**src/rtl/updn_counter_mod.sv**
```systemverilog
// Up/down counter with synchronous load, clamp-to-MAX and a registered boundary flag.
// Boundary mode: wrap by default; define UPDN_CNT_SAT_EN for saturating boundaries.
module updn_counter_mod #(
    parameter int unsigned     WIDTH = 4,
    parameter longint unsigned MAX   = (64'd1 << WIDTH) - 64'd1
) (
    input  logic             clk,
    input  logic             rst,
    input  logic             en,
    input  logic             sel,
    input  logic             load,
    input  logic [WIDTH-1:0] load_val,
    output logic [WIDTH-1:0] out,
    output logic             tc
);

    localparam logic [WIDTH:0]   MAX_EXT = MAX[WIDTH:0];
    localparam logic [WIDTH-1:0] MAX_W   = MAX[WIDTH-1:0];
    localparam logic [WIDTH:0]   ONE_EXT = {{WIDTH{1'b0}}, 1'b1};

    logic [WIDTH-1:0] out_q, out_d;
    logic             tc_q, tc_d;

    logic [WIDTH:0]   up_sum;
    logic [WIDTH:0]   dn_diff;
    logic [WIDTH:0]   load_ext;
    logic [WIDTH-1:0] load_clamped;
    logic             at_top;
    logic             at_bot;

    always_comb begin
        // Widened by one bit so the MAX comparison sees the carry before truncation.
        up_sum       = {1'b0, out_q} + ONE_EXT;
        dn_diff      = {1'b0, out_q} - ONE_EXT;
        load_ext     = {1'b0, load_val};
        at_top       = (up_sum > MAX_EXT);
        at_bot       = (out_q == '0);
        load_clamped = (load_ext > MAX_EXT) ? MAX_W : load_val;
    end

    always_comb begin
        out_d = out_q;
        tc_d  = 1'b0;
        if (load) begin
            out_d = load_clamped;
        end else if (en) begin
            if (sel) begin
                if (at_top) begin
                    tc_d = 1'b1;
`ifdef UPDN_CNT_SAT_EN
                    out_d = MAX_W;
`else
                    out_d = '0;
`endif
                end else begin
                    out_d = up_sum[WIDTH-1:0];
                end
            end else begin
                if (at_bot) begin
                    tc_d = 1'b1;
`ifdef UPDN_CNT_SAT_EN
                    out_d = '0;
`else
                    out_d = MAX_W;
`endif
                end else begin
                    out_d = dn_diff[WIDTH-1:0];
                end
            end
        end
    end

    always_ff @(posedge clk or posedge rst) begin
        if (rst) begin
            out_q <= '0;
            tc_q  <= 1'b0;
        end else begin
            out_q <= out_d;
            tc_q  <= tc_d;
        end
    end

    assign out = out_q;
    assign tc  = tc_q;

endmodule

```
**config.mk**
```make
export PLATFORM = sky130hd
export DESIGN_NAME = updn_counter_mod
export DESIGN_NICKNAME = d
export VERILOG_FILES = /design/src/rtl/updn_counter_mod.sv
export SDC_FILE = /design/constraint.sdc
export NUM_CORES = 1
export LEC_CHECK = 0
export BUFFER_PORTS_ARGS = -buffer_cell sky130_fd_sc_hd__buf_2
export CORE_AREA = 2 2 39 41
export CTS_CLUSTER_DIAMETER = 100
export DETAILED_ROUTE_END_ITERATION = 12
export DIE_AREA = 0 0 41 43
export GPL_ROUTABILITY_DRIVEN = 0
export GPL_TIMING_DRIVEN = 0
export PLACE_DENSITY_LB_ADDON = 0.08
export SKIP_LAST_GASP = 1
export SYNTH_ARGS = -nofsm -noshare
export SYNTH_HDL_FRONTEND = slang
export SYNTH_SLANG_ARGS = --single-unit
```
**constraint.sdc**
```tcl
create_clock -name clk -period 2 [get_ports clk]
set_input_delay 0.6 -clock clk [delete_from_list [all_inputs] [get_ports clk]]
set_output_delay 0.6 -clock clk [all_outputs]
set_load 0.01 [all_outputs]
```
==> results.toml <==
[worst_setup_path]
critPathMaxStageDelay_ns = 0.43
cp_top_family = "compound AO/OA/AOI/OAI gates"
critPathRequiredTime_ns = 2.11
crit_chain = "inv_1 -> ha_1 -> nand2b_1 -> o311ai_2 -> nor3_1 -> a221o_1"
crit_path_max_fanout = 8
critical_path_arrival_ns = 1.94
path_class = "flop to flop"
startpoint_type = "flop"
crit_buf_inv = 1
end_kind = "flop"
slowest_stage = "dfrtp_2"

[cts]
clk_path_buf_depth = 2
h-tree-depth = 1
cts_resized = 0
clk_pin_slew_ns = 0.04
cts_buffers = 3
clock-sinks = 5
post-cts-setup-buffers = 0
clock_latency_ns = 0.24
cts_tree = "built"
cts_hold_buf = 0
root_buffer = "clkbuf_4"

[drt]
dr.pass1.iters = 4
via_per_inst = 4.894
post_drt_wl_per_cell_um = 11.27
postRouteAntennaNets = 0
drc = 0
drt_iter0_drc = 8
wirelength_um = 958
via_count = 416

[die]
die_x_um = 41
core_mm2 = 0.001384
start_util_pct = 31.10
rows = 14
io_pins = 14
die-area_mm2 = 0.001763
die_y_um = 43

[finish]
num-nets-final = 82
drive_gt1_share_pct = 30.43
insertedDiodeCount = 0
multiInputGateArea_um2 = 269.0
n_fill_cell = 163
area_growth_pct = 25.29
seq_area_um2 = 127.6

[sta]
finalCritPeriodShare_pct = 91.31
finalWorstSetupSlack_ns = 0.1739
setup_viol = 0
tightest_slew_ns = 0.2822
fin_tns_setup_ns = 0
hold_viol = 0
hold_slack_ns = 0.2452
fin_skew_ns = 0.001520
fmax_mhz = 547.6
max_slew_margin_pct = 81.16
report.final.slew_viol_count = 0
rsz0062_at_grt = "no"
period_needed_ns = 1.826

[pwr]
clockPowerShare_pct = 29.9
internal_power_mw = 0.2489
vdd_drop_max_mv = 0.1749
seq_power_share_pct = 34.4
pwr_density_cell_mw_per_mm2 = 692.0
switching_share_pct = 33.30
power_leakage_nw = 0.2499
p_comb_share_pct = 35.8
net-switching-power_mw = 0.1243
p_total_mw = 0.3732

[hold_path]
hp-class = "primary input to asynchronous set/reset pin"

[placed_design]
preCtsSetupSlack_ns = 0.08499
dp_hpwl_um = 765.7
numPortBuffers = 12

[global_route]
grt_overflow = 0
grt_start_max_net_pins = 11
groute.usage.overall_pct = 14.44
antenna_found_initial = 0
grt_first_pass_wirelength_um = 1731
grt_pass1_vias = 401

[synthesis]
ys_seq_area_share_pct = 29.07
synth_area_um2 = 430.4
yosysWarnings = 0
synth.ff_latch_count = 5
synth.distinct_cells = 23
syn-num-nets = 65
synth.avg_cell_area_um2 = 8.121
syn_inst = 53

[flow_run]
cap_violations = 0

[run_status]
outcome = "finished clean"
## placed cells by master (no fill, tap or decap), types with 2 or more instances in the layout
cell type,netlist,layout
a21oi_1,4,4
a221o_1,2,2
buf_2,2,14
clkbuf_4,0,3
dfrtp_1,5,3
dfrtp_2,0,2
ha_1,3,3
inv_1,5,5
nand3_1,2,2
nor2_1,5,5
nor3_1,3,3
nor3b_1,3,3
o21a_1,2,2
o21ai_0,4,4
o21ai_1,2,2
xor2_1,2,2
## power groups by stage
stage	logic (mW)	registers, mW	clock network, mW
after global placement	0.135	0.128	0
after CTS	0.135	0.127	0.117
after global routing	0.155	0.131	0.125
final	0.133	0.128	0.112
after floorplan	0.0911	0.130	0
after detailed placement	0.134	0.129	0
## state kept, by name (all words and copies together), names as in the netlist
signal  count
out         4
tc          1
## cell usage after synthesis (all sizes together)
master,n,area share [%]
nor3b,3,5.2
o211ai,1,1.7
a221o,2,4.7
a22oi,1,1.7
xor2,2,4.1
o311ai,1,3.8
a211oi,1,1.7
ha,3,8.7
o21ai,6,7.0
nor2b,1,1.5
nor2,5,4.4
nand2,1,0.87
a21oi,4,4.7
nand2b,1,1.5
o21bai,1,1.7
nand3,2,2.3
nor3,3,3.5
dfrtp,5,29
o21a,2,3.5
inv,5,4.4
buf,3,4.1
## per-layer routing
layer,wire length [um],global-route usage [%],vias to the layer above
met2,469,20.31,8
li1,-,-,223
met3,36,3.141,0
met1,452,19.55,185
met4,0,8.000,0
met5,0,0,-
## worst paths after layout
path                             startpoint  endpoint  slack (ns)  depth (start not counted)
worst max register to register       out[0]    out[1]        0.17                          6
min in group clk                load_val[0]    out[0]        0.60                          3
max in group asynchronous               rst    out[0]        1.58                          2
worst min-delay path                    rst        tc        0.25                          2
worst max-delay path                 out[0]    out[1]        0.17                          6
worst min register to register       out[1]    out[1]        0.75                          3
## cell type report
type / count / area share (%)
multi-input combinational: 40 / 49.88
sequential: 5 / 23.67
timing repair buffer: 12 / 11.14
clock buffer: 4 / 4.872
tap: 16 / 3.712
inverter: 5 / 3.480
buffer: 3 / 3.248
## per-stage QoR
| stage | instances | area (um^2) | utilization, % |
|---|---|---|---|
| 5_1_grt | 85 | 539.3 | 38.97 |
| 6_report | 85 | 539.3 | 38.97 |
| 3_5_place_dp | 81 | 510.5 | 36.89 |
| 4_1_cts | 85 | 536.8 | 38.79 |
| 3_3_place_gp | 81 | 510.5 | 36.89 |
| 2_1_floorplan | 53 | 430.4 | - |
## cell families (layout without fill, tap and decap cells)
kind of cell / Yosys count / count (layout) / share of synthesized area, %
AOI/OAI and AO/OA: 19 / 19 / 30.53
xor gates and xnor gates: 2 / 2 / 4.071
adders and majority gates: 3 / 3 / 8.722
buffers and inverters: 8 / 24 / 8.431
DFF: 5 / 5 / 29.07
and+or+nand+nor: 16 / 16 / 19.19
(Power assumes the default switching activity.)
